File: src/rtl/zeroheti_obi_arbiter.sv
// N-to-1 OBI arbiter: shares one OBI subordinate between several managers.
// Zero-latency request/grant/response forwarding, one outstanding transaction,
// optional fixed priority for port 0, round-robin for the rest.
module zeroheti_obi_arbiter #(
  parameter int unsigned NumReq    = 3,
  parameter int unsigned AddrWidth = 32,
  parameter int unsigned DataWidth = 32,
  parameter bit          Port0Prio = 1'b1
) (
  input  logic                            clk_i,
  input  logic                            rst_i,
  input  logic [NumReq-1:0]               req_i,
  input  logic [NumReq*AddrWidth-1:0]     addr_i,
  input  logic [NumReq-1:0]               we_i,
  input  logic [NumReq*(DataWidth/8)-1:0] be_i,
  input  logic [NumReq*DataWidth-1:0]     wdata_i,
  output logic [NumReq-1:0]               gnt_o,
  output logic [NumReq-1:0]               rvalid_o,
  output logic [DataWidth-1:0]            rdata_o,
  output logic                            err_o,
  output logic                            sbr_req_o,
  output logic [AddrWidth-1:0]            sbr_addr_o,
  output logic                            sbr_we_o,
  output logic [DataWidth/8-1:0]          sbr_be_o,
  output logic [DataWidth-1:0]            sbr_wdata_o,
  input  logic                            sbr_gnt_i,
  input  logic                            sbr_rvalid_i,
  input  logic [DataWidth-1:0]            sbr_rdata_i,
  input  logic                            sbr_err_i,
  output logic                            proto_err_o
);

  localparam int unsigned IdxW = (NumReq > 1) ? $clog2(NumReq) : 1;
  localparam int unsigned BeW  = DataWidth / 8;

  logic            busy_q, busy_d;
  logic [IdxW-1:0] owner_q, owner_d;
  logic            lock_q, lock_d;
  logic [IdxW-1:0] lock_idx_q, lock_idx_d;
  logic [IdxW-1:0] rr_q, rr_d;
  logic            proto_err_q, proto_err_d;

  logic            can_issue;
  logic            lock_vld;
  logic            win_vld;
  logic [IdxW-1:0] win_idx;
  logic [IdxW-1:0] cand;

  // A new request may go out when idle or in the cycle the pending response returns.
  assign can_issue   = !busy_q || sbr_rvalid_i;
  assign proto_err_o = proto_err_q;

  // Winner selection: depends only on req_i and registered state, never on sbr_gnt_i.
  always_comb begin
    lock_vld = lock_q & req_i[lock_idx_q];
    win_vld  = 1'b0;
    win_idx  = '0;
    cand     = '0;
    if (lock_vld) begin
      win_vld = 1'b1;
      win_idx = lock_idx_q;
    end else if (Port0Prio && req_i[0]) begin
      win_vld = 1'b1;
      win_idx = '0;
    end else begin
      for (int unsigned k = 0; k < NumReq; k++) begin
        cand = IdxW'((32'(rr_q) + k) % NumReq);
        if (!win_vld && req_i[cand]) begin
          win_vld = 1'b1;
          win_idx = cand;
        end
      end
    end
  end

  // Request mux, grant and response routing; all outputs forced low during reset.
  always_comb begin
    sbr_req_o   = 1'b0;
    sbr_addr_o  = '0;
    sbr_we_o    = 1'b0;
    sbr_be_o    = '0;
    sbr_wdata_o = '0;
    gnt_o       = '0;
    rvalid_o    = '0;
    rdata_o     = '0;
    err_o       = 1'b0;
    if (!rst_i) begin
      if (can_issue && win_vld) begin
        sbr_req_o      = 1'b1;
        sbr_addr_o     = addr_i[win_idx*AddrWidth +: AddrWidth];
        sbr_we_o       = we_i[win_idx];
        sbr_be_o       = be_i[win_idx*BeW +: BeW];
        sbr_wdata_o    = wdata_i[win_idx*DataWidth +: DataWidth];
        gnt_o[win_idx] = sbr_gnt_i;
      end
      // A response with nothing outstanding is dropped here.
      if (busy_q) begin
        rvalid_o[owner_q] = sbr_rvalid_i;
      end
      rdata_o = sbr_rdata_i;
      err_o   = sbr_err_i;
    end
  end

  // Next-state for transaction tracking, request lock and round-robin pointer.
  always_comb begin
    busy_d      = busy_q;
    owner_d     = owner_q;
    lock_d      = lock_vld;  // a manager dropping req while locked releases the lock
    lock_idx_d  = lock_idx_q;
    rr_d        = rr_q;
    proto_err_d = proto_err_q | (sbr_rvalid_i & ~busy_q);
    if (sbr_rvalid_i) begin
      busy_d = 1'b0;
    end
    if (sbr_req_o) begin
      if (sbr_gnt_i) begin
        busy_d  = 1'b1;
        owner_d = win_idx;
        lock_d  = 1'b0;
        // Port 0 wins under fixed priority do not move the round-robin pointer.
        if (!(Port0Prio && (win_idx == '0))) begin
          rr_d = IdxW'((32'(win_idx) + 32'd1) % NumReq);
        end
      end else begin
        // Keep the presented request stable until it is granted.
        lock_d     = 1'b1;
        lock_idx_d = win_idx;
      end
    end
  end

  // State registers with asynchronous active-high reset.
  always_ff @(posedge clk_i or posedge rst_i) begin
    if (rst_i) begin
      busy_q      <= 1'b0;
      owner_q     <= '0;
      lock_q      <= 1'b0;
      lock_idx_q  <= '0;
      rr_q        <= '0;
      proto_err_q <= 1'b0;
    end else begin
      busy_q      <= busy_d;
      owner_q     <= owner_d;
      lock_q      <= lock_d;
      lock_idx_q  <= lock_idx_d;
      rr_q        <= rr_d;
      proto_err_q <= proto_err_d;
    end
  end

endmodule

File: config.mk
export PLATFORM = sky130hd
export DESIGN_NAME = zeroheti_obi_arbiter
export DESIGN_NICKNAME = d
export VERILOG_FILES = /design/src/rtl/zeroheti_obi_arbiter.sv
export SDC_FILE = /design/constraint.sdc
export NUM_CORES = 1
export LEC_CHECK = 0
export CAP_MARGIN = 20
export CORE_AREA = 2 2 139 141
export DETAILED_ROUTE_END_ITERATION = 12
export DIE_AREA = 0 0 141 143
export GPL_ROUTABILITY_DRIVEN = 0
export PLACE_DENSITY = 0.57
export REMOVE_ABC_BUFFERS = 1
export SLEW_MARGIN = 5
export SYNTH_ARGS = -nofsm -noshare
export SYNTH_HDL_FRONTEND = slang
export SYNTH_SLANG_ARGS = --single-unit
File: constraint.sdc
create_clock -name clk_i -period 11.2 [get_ports clk_i]
set_input_delay 3.36 -clock clk_i [delete_from_list [all_inputs] [get_ports clk_i]]
set_output_delay 3.36 -clock clk_i [all_outputs]
set_load 0.05 [all_outputs]
=== Yosys cells after proc, flatten, opt, wreduce, memory -nomap -nowiden ===
Index checks and enable logic that the tools add are counted.

* Bits in registers: 9
* Word-level logic and storage cells: 94
* Output and inout port bits: 110

* Shift operators: 3
* $lt $le $gt $ge: 8
* Reductions and logical operators: 13
* Bitwise gates (word level): 8
* Add/subtract/negate cells: 3
* Mux-type cells: 49
* Divide/modulo/power cells: 4

{| class="wikitable"
|+ Operator list
! operator !! number
|-
| $shiftx A96 B8 Y32 || 2
|-
| $mux W32 || 5
|-
| $mod A32 B2 Y32 const B || 3
|-
| $mod A2 B2 Y32 const B || 1
|-
| $mux W1 || 26
|-
| $lt A2 B3 Y1 const B || 6
|-
| $mux W3 || 4
|-
| $shiftx A12 B5 Y4 || 1
|-
| $bmux W1 S2 || 5
|-
| $mux W2 || 5
|-
| $mux W4 || 2
|-
| $add A2 B1 Y3 const B || 2
|-
| $and A3 B3 Y3 || 2
|-
| $logic_and A1 B1 Y1 || 5
|-
| $demux W1 S2 || 2
|-
| $ge A2 B1 Y1 const B || 2
|-
| $reduce_and A2 Y1 || 2
|-
| $add A2 B2 Y3 const B || 1
|-
| $logic_not A1 Y1 || 3
|-
| $not A1 Y1 || 3
|-
| $reduce_and A3 Y1 || 1
|-
| $and A1 B1 Y1 || 2
|-
| $logic_not A2 Y1 || 1
|-
| $logic_or A1 B1 Y1 || 1
|-
| $or A1 B1 Y1 || 1
|}

=== Longest topological paths before layout ===
Gate-level depths: netlist of run 1.

* Depth after elaboration: 23
* Gate-level depth with buffers: 14
* Gate-level depth less buffers: 11

=== Worst setup path after synthesis of run 1 ===
Ideal clock, no wire load.

* Path type: input -> output
* From: input port req_i[2]
* To: output port sbr_wdata_o[9]
* Setup slack: 2.015 ns
* Arrival: 5.825 ns
* Stages on the path: 9
* Data required time: 7.840 ns
* Path through: buf_2 nand3b_1 a21boi_1 a311oi_2 o31ai_4 and2_1 buf_2 buf_2 a211oi_1

* Cells in the longest elaborated chain, start to end: 18

{| class="wikitable"
|+ RTL lines
! what !! RTL line !! RTL
|-
| start: declaration || 12 || <nowiki>input logic [NumReq-1:0] req_i,</nowiki>
|-
| $bmux W1 S2 || 68 || <nowiki>if (!win_vld && req_i[cand]) begin</nowiki>
|-
| $mux W1 (not written as such) || 68 ||
|-
| $mux W1 || 68 ||
|-
| $mux W1 || 62 || <nowiki>end else if (Port0Prio && req_i[0]) begin</nowiki>
|-
| $mux W1 || 59 || <nowiki>if (lock_vld) begin</nowiki>
|-
| $logic_not A1 Y1 || 68 ||
|-
| $logic_and A1 B1 Y1 || 68 ||
|-
| $mux W1 || 68 ||
|-
| [2 not listed] || -- ||
|-
| $logic_not A1 Y1 || 68 ||
|-
| $logic_and A1 B1 Y1 || 68 ||
|-
| $mux W2 / $mux W1 (equally long branches) || 68 ||
|-
| $mux W2 / $mux W1 (equally long branches) || 62 ||
|-
| $mux W2 / $mux W1 (equally long branches) || 59 ||
|-
| $shiftx A96 B8 Y32 / $logic_and A1 B1 Y1 (equally long branches) || 93, 88 ||
|-
| $mux W32 (*) || 88 || <nowiki>if (can_issue && win_vld) begin</nowiki>
|-
| $mux W32 (*) || 87 || <nowiki>if (!rst_i) begin</nowiki>
|-
| end: declaration || 25 || <nowiki>output logic [DataWidth-1:0] sbr_wdata_o,</nowiki>
|}

Mark *: on every way between the ends. The rest lies on a longest branch, timed or not. The select of a mux whose other input is x is not followed.

=== Worst setup path in the final report of run 1 ===
* From: input port req_i[0]
* To: output port sbr_wdata_o[6]

Same word-level chain as after synthesis.

==> flow_metrics.py, run 1 <==
metrics = {
    "critical_path": {
        "r2r_setup_slack_ns": 7.98,
        "path_max_fanout": 14,
        "cp_data_arrival_time_ns": 6.86,
        "cp.required_ns": 7.84,
        "r2r_end": "rr_q[0]",
        "rr_worst_depth": 10,
        "worstSetupStartpointType": "primary input",
        "path_class": "primary input to output pin",
        "r2r-start": "rr_q[0]",
        "end_kind": "output pin",
    },
    "global_route": {
        "grt_util_met3_pct": 2.82,
        "grtUsageTotal_pct": 15.4,
        "grt_pass1_wl_mm": 24.8,
        "grt_use_met2_pct": 28.2,
        "grt_overflow_total": 0,
        "grt_pass1_vias": 4433,
        "grt_max_degree": 70,
        "use_met1_pct": 18.7,
        "grt_busiest_layer": "met2",
        "antenna_found_initial": 1,
    },
    "pwr": {
        "powerDensity_nw_per_um2": 193,
        "ir_drop_v": 0.0000872,
        "intPower_mw": 0.562,
        "p_leak_nw": 2.73,
        "seqPwrFrac_pct": 4.4,
        "power.share.clock_pct": 4.7,
        "power_switching_mw": 0.767,
        "pwr-share-comb_pct": 90.9,
        "swShare_pct": 57.7,
    },
    "sta": {
        "finalSetupViolCount": 0,
        "min_period_ns": 10.22,
        "max_freq_mhz": 97.9,
        "rsz0062_at_grt": "no",
        "final-hold-violation-count": 0,
        "tns_ns": 0,
        "timing.final.crit_share_pct": 91.2,
        "slew_viol_final": 0,
        "finClkSkew_ns": 0.00266,
        "slew_headroom_pct": 55.8,
        "hold_ws_ns": 0.461,
        "worstMarginPinSlew_ns": 0.660,
    },
    "synthesis": {
        "synth_top_area_share_pct": 22.9,
        "ys_types": 42,
        "synth-seq-area-share_pct": 7.35,
        "netlist_area_sq_um": 3060,
        "synth-seq-cells": 9,
        "synth_top_area_cell": "mux2i_1",
        "ys_warn_count": 0,
        "netlist_instances": 370,
        "synth.area.top_cells": "mux2i_1 (23%), a211oi_2 (22%), a21oi_1 (12%), nor2b_1 (7.6%), dfrtp_1 (7.4%)",
        "syn_area_per_cell_sq_um": 8.28,
    },
    "clocking": {
        "clkTransAtPathRegs_ns": 0.04,
        "post_cts.repair.setup_buffers": 0,
        "cts_inserted_buffers": 3,
        "insertion_delay_ns": 0.23,
        "root_buffer": "clkbuf_16",
        "clock-sinks": 9,
        "cts_resized": 0,
        "cts_buffer_depth": 2,
        "hold_buffers": 0,
        "cts_tree": "done",
        "cts_max_level": 1,
    },
    "die": {
        "die-area_sq_um": 20200,
        "rows": 50,
        "initial_core_util_pct": 16.5,
        "fp.dieH_um": 143,
        "pin_count": 357,
        "design.core.area_sq_um": 18600,
        "chipWidth_um": 141,
    },
    "final_layout": {
        "areaGrowthSynthToFinish_pct": 125,
        "final_layout_size_suffix_gt1_share_pct": 11.8,
        "layout_commonest_cell": "clkdlybuf4s50_1",
        "fillers": 1865,
        "layout.nets": 954,
        "area.sequential_sq_um": 225,
        "multi_input_area_sq_um": 2530,
        "mostFrequentLayoutCells": "clkdlybuf4s50_1 (356), a21oi_1 (72), mux2i_1 (70)",
    },
    "placement": {
        "numPortBuffers": 356,
        "dpl.hpwl_mm": 13.4,
    },
    "worst_hold_path": {
        "hp-start": "proto_err_o",
        "whs_endpoint": "proto_err_o",
        "whs_path_depth": 1,
        "hold_path_class": "flop to flop",
    },
    "routing": {
        "via_per_inst": 4.54,
        "ant_nets": 0,
        "wl_mm": 16.6,
        "vias": 4246,
        "drt-wirelength-per-cell_um": 17.8,
        "drt_iter0_markers": 118,
        "drt_pass1_iterations": 4,
        "drc_errors": 0,
    },
    "run_status": {
        "status": "complete, no violations",
    },
    "run": {
        "max_cap_viol_count": 0,
    },
}
-- cell usage after synthesis (all sizes together) --
library cell	count
dfrtp	9
nor3b	1
a21o	1
a211oi	69
a21oi	72
and2	1
nand2b	1
a31oi	1
o31ai	1
nor2	6
nand3	2
nand2	5
and3	5
nand4b	2
buf	22
a311oi	2
nor2b	37
or3b	1
o21ai	8
clkbuf	23
nor4bb	1
nand3b	5
mux2i	70
o21a	1
o211ai	1
mux2	1
a31o	1
inv	8
o2111ai	1
ha	5
nor3	4
a21boi	3
-- worst max-delay path, cell delays in order --
cell and delay (ns):
clkdlybuf4s50_1 0.65, or3b_1 0.39, o2111ai_1 0.10, o211ai_1 0.16, a21boi_4 0.56, buf_4 0.38, mux2i_1 0.12, a211oi_1 0.27
clkdlybuf4s50_1 0.85
-- power groups by stage --
stage,combinational (mW),sequential (mW),clock [mW]
2_1_floorplan,0.821,0.0547,0
3_5_place_dp,1.22,0.0590,0
3_3_place_gp,1.20,0.0579,0
6_report,1.21,0.0589,0.0619
5_1_grt,1.28,0.0609,0.0648
4_1_cts,1.22,0.0587,0.0632
-- how the worst max path moves through the flow --
stage,end,startpoint,slack [ns]
floorplan,gnt_o[0],req_i[2],-2.61
CTS,sbr_wdata_o[6],req_i[0],0.91
global placement,sbr_wdata_o[3],req_i[0],1.03
finish,sbr_wdata_o[6],req_i[0],0.98
global route,sbr_wdata_o[6],req_i[0],0.71
detailed placement,sbr_wdata_o[6],req_i[0],0.93
-- kinds of logic after synthesis --
| group | synth area share (%) |
|---|---|
| multiplexers | 23.2 |
| flip-flops | 7.35 |
| AO/OA/AOI/OAI | 42.8 |
| AND/OR/NAND/NOR | 14.0 |
| buffers and inverters | 10.6 |
| adder cells (fa/ha/maj) | 2.04 |
-- metrics by stage --
| stage | std cells | power [mW] | util, % | cell area (sq um) | worst slack, ns |
|---|---|---|---|---|---|
| 6_report | 936 | 1.33 | 37.1 | 6900 | 0.984 |
| 5_1_grt | 936 | 1.41 | 37.1 | 6900 | 0.710 |
| 4_1_cts | 935 | 1.34 | 37.1 | 6900 | 0.912 |
| 3_5_place_dp | 931 | 1.27 | 36.7 | 6820 | 0.929 |
| 3_3_place_gp | 931 | 1.26 | 36.7 | 6820 | 1.03 |
| 2_1_floorplan | 325 | 0.876 | - | 2770 | -2.61 |
-- layer usage --
metal,up-vias,share of wire [%]
li1,2070,-
met1,1974,40
met2,186,53
met3,16,5.8
met4,0,1.4
met5,-,0
-- sequential cells by signal (all words and copies together), names as in the netlist --
signal,cells
proto_err_o,1
lock_q,1
busy_q,1
rr_q,2
lock_idx_q,2
owner_q,2
-- cell type report --
class                      instances  share of cell area, %
antenna                            1                 0.0363
sequential                         9                   3.26
multi-input combinational        308                   36.7
timing repair buffer             372                   54.1
clock buffer                       3                   1.09
inverter                           8                  0.435
tap                              234                   4.24
clock inverter                     1                 0.0725
Power figures use the tool's default switching activity.
==> run 2: changes to the inputs <==
--- a/config.mk
+++ b/config.mk
@@ -10,7 +10,7 @@
 export DETAILED_ROUTE_END_ITERATION = 12
 export DIE_AREA = 0 0 141 143
 export GPL_ROUTABILITY_DRIVEN = 0
-export PLACE_DENSITY = 0.57
+export PLACE_DENSITY = 0.64
 export REMOVE_ABC_BUFFERS = 1
 export SLEW_MARGIN = 5
 export SYNTH_ARGS = -nofsm -noshare
==> flow_metrics.py, run 2 (synthesis gave the netlist of run 1 again) <==
metrics = {
    "die": {
        "fp.dieH_um": 143,
        "pin_count": 357,
        "die-area_sq_um": 20200,
        "initial_core_util_pct": 16.5,
        "design.core.area_sq_um": 18600,
        "chipWidth_um": 141,
        "rows": 50,
    },
    "sta": {
        "tns_ns": 0,
        "slew_viol_final": 0,
        "worstMarginPinSlew_ns": 1.04,
        "timing.final.crit_share_pct": 89.6,
        "rsz0062_at_grt": "no",
        "finClkSkew_ns": 0.00191,
        "final-hold-violation-count": 0,
        "hold_ws_ns": 0.454,
        "slew_headroom_pct": 30.3,
        "finalSetupViolCount": 0,
        "min_period_ns": 10.04,
        "fin_ws_ns": 1.16,
        "max_freq_mhz": 99.6,
    },
    "global_route": {
        "grt_max_degree": 70,
        "grt_overflow_total": 0,
        "grt_pass1_wl_mm": 23.0,
        "grt_pass1_vias": 4155,
        "grtUsageTotal_pct": 14.2,
        "antenna_found_initial": 1,
    },
    "critical_path": {
        "r2r_setup_slack_ns": 8.36,
        "r2r-start": "rr_q[0]",
        "crit_path_start": "req_i[0]",
        "cp.required_ns": 7.84,
        "r2r_end": "rr_q[0]",
        "rr_worst_depth": 10,
        "end_kind": "output pin",
        "worstSetupStartpointType": "primary input",
        "cp_data_arrival_time_ns": 6.68,
        "path_class": "primary input to output pin",
        "cp-endpoint": "sbr_wdata_o[9]",
        "path_max_fanout": 69,
    },
    "clocking": {
        "cts_inserted_buffers": 3,
        "clkTransAtPathRegs_ns": 0.04,
        "hold_buffers": 0,
        "cts_resized": 0,
        "root_buffer": "clkbuf_16",
        "cts_tree": "done",
        "insertion_delay_ns": 0.23,
        "cts_max_level": 1,
        "clock-sinks": 9,
        "post_cts.repair.setup_buffers": 0,
        "cts_buffer_depth": 2,
    },
    "final_layout": {
        "mostFrequentLayoutCells": "clkdlybuf4s50_1 (356), a21oi_1 (72), mux2i_1 (70)",
        "areaGrowthSynthToFinish_pct": 124,
        "finalInstanceArea_sq_um": 6850,
        "reg_top3": "lock_idx_q x2, owner_q x2, rr_q x2",
        "area.sequential_sq_um": 225,
        "layout.nets": 947,
        "multi_input_area_sq_um": 2530,
        "final_layout_size_suffix_gt1_share_pct": 11.0,
        "layout_commonest_cell": "clkdlybuf4s50_1",
        "finish.utilization_pct": 36.8,
        "fillers": 1890,
    },
    "run": {
        "max_cap_viol_count": 0,
    },
    "routing": {
        "drc_errors": 0,
        "drt_iter0_markers": 157,
        "via_per_inst": 4.40,
        "vias": 4087,
        "wl_mm": 15.4,
        "ant_nets": 0,
        "drt_pass1_iterations": 4,
        "drt-wirelength-per-cell_um": 16.6,
    },
    "run_status": {
        "status": "complete, no violations",
    },
    "worst_hold_path": {
        "hold_path_class": "flop to flop",
    },
    "pwr": {
        "ir_drop_v": 0.000138,
        "p_leak_nw": 2.70,
        "powerDensity_nw_per_um2": 191,
    },
    "placement": {
        "placed_cell_area_sq_um": 6760,
        "post-place-ws_ns": 1.18,
        "dpl.hpwl_mm": 12.1,
        "numPortBuffers": 356,
    },
}
[run 2: cell count changes in the layout (fill, tap and decap cells not counted)]
cell	before	now
buf_4	12	5
[run 2: stage by stage]
stage                     power, mW  cells
after floorplan               0.876    325
after detailed placement       1.26    924
after CTS                      1.32    928
final                          1.31    929
after global placement         1.26    924
after global routing           1.38    929
[run 2: worst min-delay path by stage]
stage / from / endpoint / cells after the start
2_1_floorplan: rr_q[1] / rr_q[1] / 2
3_3_place_gp: proto_err_o / proto_err_o / 1
3_5_place_dp: proto_err_o / proto_err_o / 1
4_1_cts: proto_err_o / proto_err_o / 1
5_1_grt: proto_err_o / proto_err_o / 1
6_report: proto_err_o / proto_err_o / 1
[run 2: metal layers]
| metal | vias up | global-route usage [%] | wire (um) |
|---|---|---|---|
| met4 | 0 | 2.95 | 255 |
| met5 | - | 0 | 0 |
| li1 | 2056 | - | - |
| met3 | 16 | 3.09 | 1080 |
| met1 | 1834 | 17.8 | 6400 |
| met2 | 181 | 25.0 | 7650 |
[run 2: critical path, stage by stage]
cell and delay, ns:
clkdlybuf4s50_1 0.58, nor2b_1 0.23, o21ai_1 0.12, a21boi_1 0.11
o31ai_4 0.26, buf_4 0.60, a21oi_1 0.16, a211oi_1 0.30
clkdlybuf4s50_1 0.87
[run 2: power by group]
part	internal [mW]	switching, mW	total (mW)	leakage, nW
Clock	0.0470	0.0151	0.0621	0.0409
Combinational	0.457	0.729	1.19	2.55
Sequential	0.0450	0.0130	0.0580	0.109
Total	0.549	0.757	1.31	2.70
[run 2: layout make-up]
type                            instances  area share [%]
Inverter                                8           0.439
Timing Repair Buffer                  365            53.8
Tap cell                              234            4.28
Clock buffer                            3            1.10
Multi-Input combinational cell        308            37.0
Antenna cell                            1          0.0365
Clock inverter                          1          0.0731
Sequential cell                         9            3.29
==> run 3: changes to the inputs <==
--- a/config.mk
+++ b/config.mk
@@ -10,7 +10,7 @@
 export DETAILED_ROUTE_END_ITERATION = 12
 export DIE_AREA = 0 0 141 143
 export GPL_ROUTABILITY_DRIVEN = 0
-export PLACE_DENSITY = 0.64
+export PLACE_DENSITY = 0.63
 export REMOVE_ABC_BUFFERS = 1
 export SLEW_MARGIN = 5
 export SYNTH_ARGS = -nofsm -noshare
==> flow_metrics.py, run 3 (synthesis gave the netlist of run 1 again) <==
metrics = {
    "sta": {
        "slew_headroom_pct": 44.1,
        "hold_ws_ns": 0.454,
        "rsz0062_at_grt": "no",
        "tns_ns": 0,
        "worstMarginPinSlew_ns": 0.838,
        "final-hold-violation-count": 0,
        "min_period_ns": 10.13,
        "timing.final.crit_share_pct": 90.5,
        "max_freq_mhz": 98.7,
        "finalSetupViolCount": 0,
        "slew_viol_final": 0,
        "finClkSkew_ns": 0.00137,
    },
    "global_route": {
        "grtUsageTotal_pct": 14.6,
        "grt_max_degree": 70,
        "grt_overflow_total": 0,
        "grt_pass1_wl_mm": 23.5,
        "antenna_found_initial": 2,
        "grt_pass1_vias": 4106,
    },
    "worst_hold_path": {
        "hold_path_class": "flop to flop",
    },
    "clocking": {
        "cts_inserted_buffers": 3,
        "clock-sinks": 9,
        "root_buffer": "clkbuf_16",
        "hold_buffers": 0,
        "insertion_delay_ns": 0.23,
        "cts_buffer_depth": 2,
        "post_cts.repair.setup_buffers": 0,
        "cts_resized": 0,
        "cts_tree": "done",
        "clkTransAtPathRegs_ns": 0.04,
        "cts_max_level": 1,
    },
    "placement": {
        "numPortBuffers": 356,
        "dpl.hpwl_mm": 12.8,
        "place_inst": 924,
    },
    "final_layout": {
        "layout.nets": 947,
        "fin_cells": 929,
        "fillers": 1927,
        "mostFrequentLayoutCells": "clkdlybuf4s50_1 (356), a21oi_1 (72), mux2i_1 (70)",
        "finish.utilization_pct": 36.6,
        "layout_commonest_cell": "clkdlybuf4s50_1",
        "final_layout_size_suffix_gt1_share_pct": 10.8,
        "areaGrowthSynthToFinish_pct": 122,
        "reg_top3": "lock_idx_q x2, owner_q x2, rr_q x2",
    },
    "critical_path": {
        "path_class": "primary input to output pin",
        "crit_slowest_cell": "clkdlybuf4s50_1",
        "end_kind": "output pin",
        "slowest_delay_ns": 0.75,
        "r2r-start": "rr_q[0]",
        "cp.required_ns": 7.84,
        "crit_family": "buffers and inverters",
        "r2r_setup_slack_ns": 8.10,
        "crit_buf_inv": 3,
        "r2r_end": "rr_q[0]",
        "cp_data_arrival_time_ns": 6.77,
        "path_max_fanout": 48,
        "rr_worst_depth": 9,
        "crit_chain": "clkdlybuf4s50_1 > nor2b_1 > o21ai_1 > a21boi_1 > o31ai_4 > and2_4 > buf_4 > a211oi_1 > clkdlybuf4s50_1",
        "cp-endpoint": "sbr_wdata_o[6]",
        "crit_top_cell": "clkdlybuf4s50_1",
        "crit_path_start": "req_i[0]",
        "cp.depth": 9,
        "worstSetupStartpointType": "primary input",
    },
    "routing": {
        "wl_mm": 16.1,
        "ant_nets": 0,
        "drt-wirelength-per-cell_um": 17.4,
        "drt_iter0_markers": 129,
        "drt_pass1_iterations": 6,
        "drc_errors": 0,
        "vias": 4129,
        "via_per_inst": 4.44,
    },
    "die": {
        "initial_core_util_pct": 16.5,
        "pin_count": 357,
        "rows": 50,
        "design.core.area_sq_um": 18600,
        "die-area_sq_um": 20200,
        "chipWidth_um": 141,
        "fp.dieH_um": 143,
    },
    "pwr": {
        "swShare_pct": 58.5,
        "pwr-share-comb_pct": 90.6,
        "power.share.clock_pct": 4.8,
        "power_switching_mw": 0.759,
        "ir_drop_v": 0.000112,
        "p_leak_nw": 2.68,
        "intPower_mw": 0.539,
        "seqPwrFrac_pct": 4.6,
        "powerDensity_nw_per_um2": 191,
        "total_power_mw": 1.30,
    },
    "run_status": {
        "status": "complete, no violations",
    },
    "run": {
        "max_cap_viol_count": 0,
    },
}
==> run 3: changes by cell type in the layout (fill, tap and decap cells not counted) <==
cell      delta
buf_12       -3
clkbuf_1     +1
buf_4        +3
clkinv_2     -1
==> run 3: through the flow <==
step / area [sq um] / setup WS, ns
floorplan: 2770 / -2.61
global placement: 6730 / 1.09
detailed placement: 6730 / 1.07
CTS: 6810 / 1.05
global route: 6810 / 0.846
finish: 6810 / 1.07
==> run 3: area by class of cell <==
class / instances / area [sq um] / share of cell area, %
sequential: 9 / 225 / 3.31
tap: 234 / 293 / 4.30
antenna: 1 / 2.50 / 0.0368
multi-input combinational: 308 / 2530 / 37.2
timing repair buffer: 365 / 3640 / 53.5
inverter: 8 / 30.0 / 0.441
clock buffer: 4 / 78.8 / 1.16
==> run 3: worst min path at each step <==
stage                start     endpoint  slack, ns  depth (start not counted)
2_1_floorplan      rr_q[1]      rr_q[1]       0.47                          2
3_3_place_gp   proto_err_o  proto_err_o       0.45                          1
3_5_place_dp   proto_err_o  proto_err_o       0.45                          1
4_1_cts        proto_err_o  proto_err_o       0.46                          1
5_1_grt        proto_err_o  proto_err_o       0.49                          1
6_report       proto_err_o  proto_err_o       0.45                          1
==> run 3: worst register-to-register path: cells and delay by family (launching register included) <==
family	cells	cell delay, ns
compound gates	1	0.23
mux	1	0.33
simple gates	4	1.19
fa+ha+maj	2	0.81
buf+inv	1	0.06
flops	1	0.38
==> run 3: power groups by stage <==
stage               combinational (mW)  sequential (mW)  clock (mW)
finish                            1.18           0.0595      0.0626
global placement                  1.19           0.0594           0
global route                      1.24           0.0614      0.0665
detailed placement                1.18           0.0595           0
CTS                               1.19           0.0591      0.0635
floorplan                        0.821           0.0547           0
==> run 3: routing by layer <==
metal  track usage (%)  share of wire, %
met1              18.4                43
met2              24.6                48
met3              3.99               7.7
met4              4.00               2.2
met5                 0             0.081
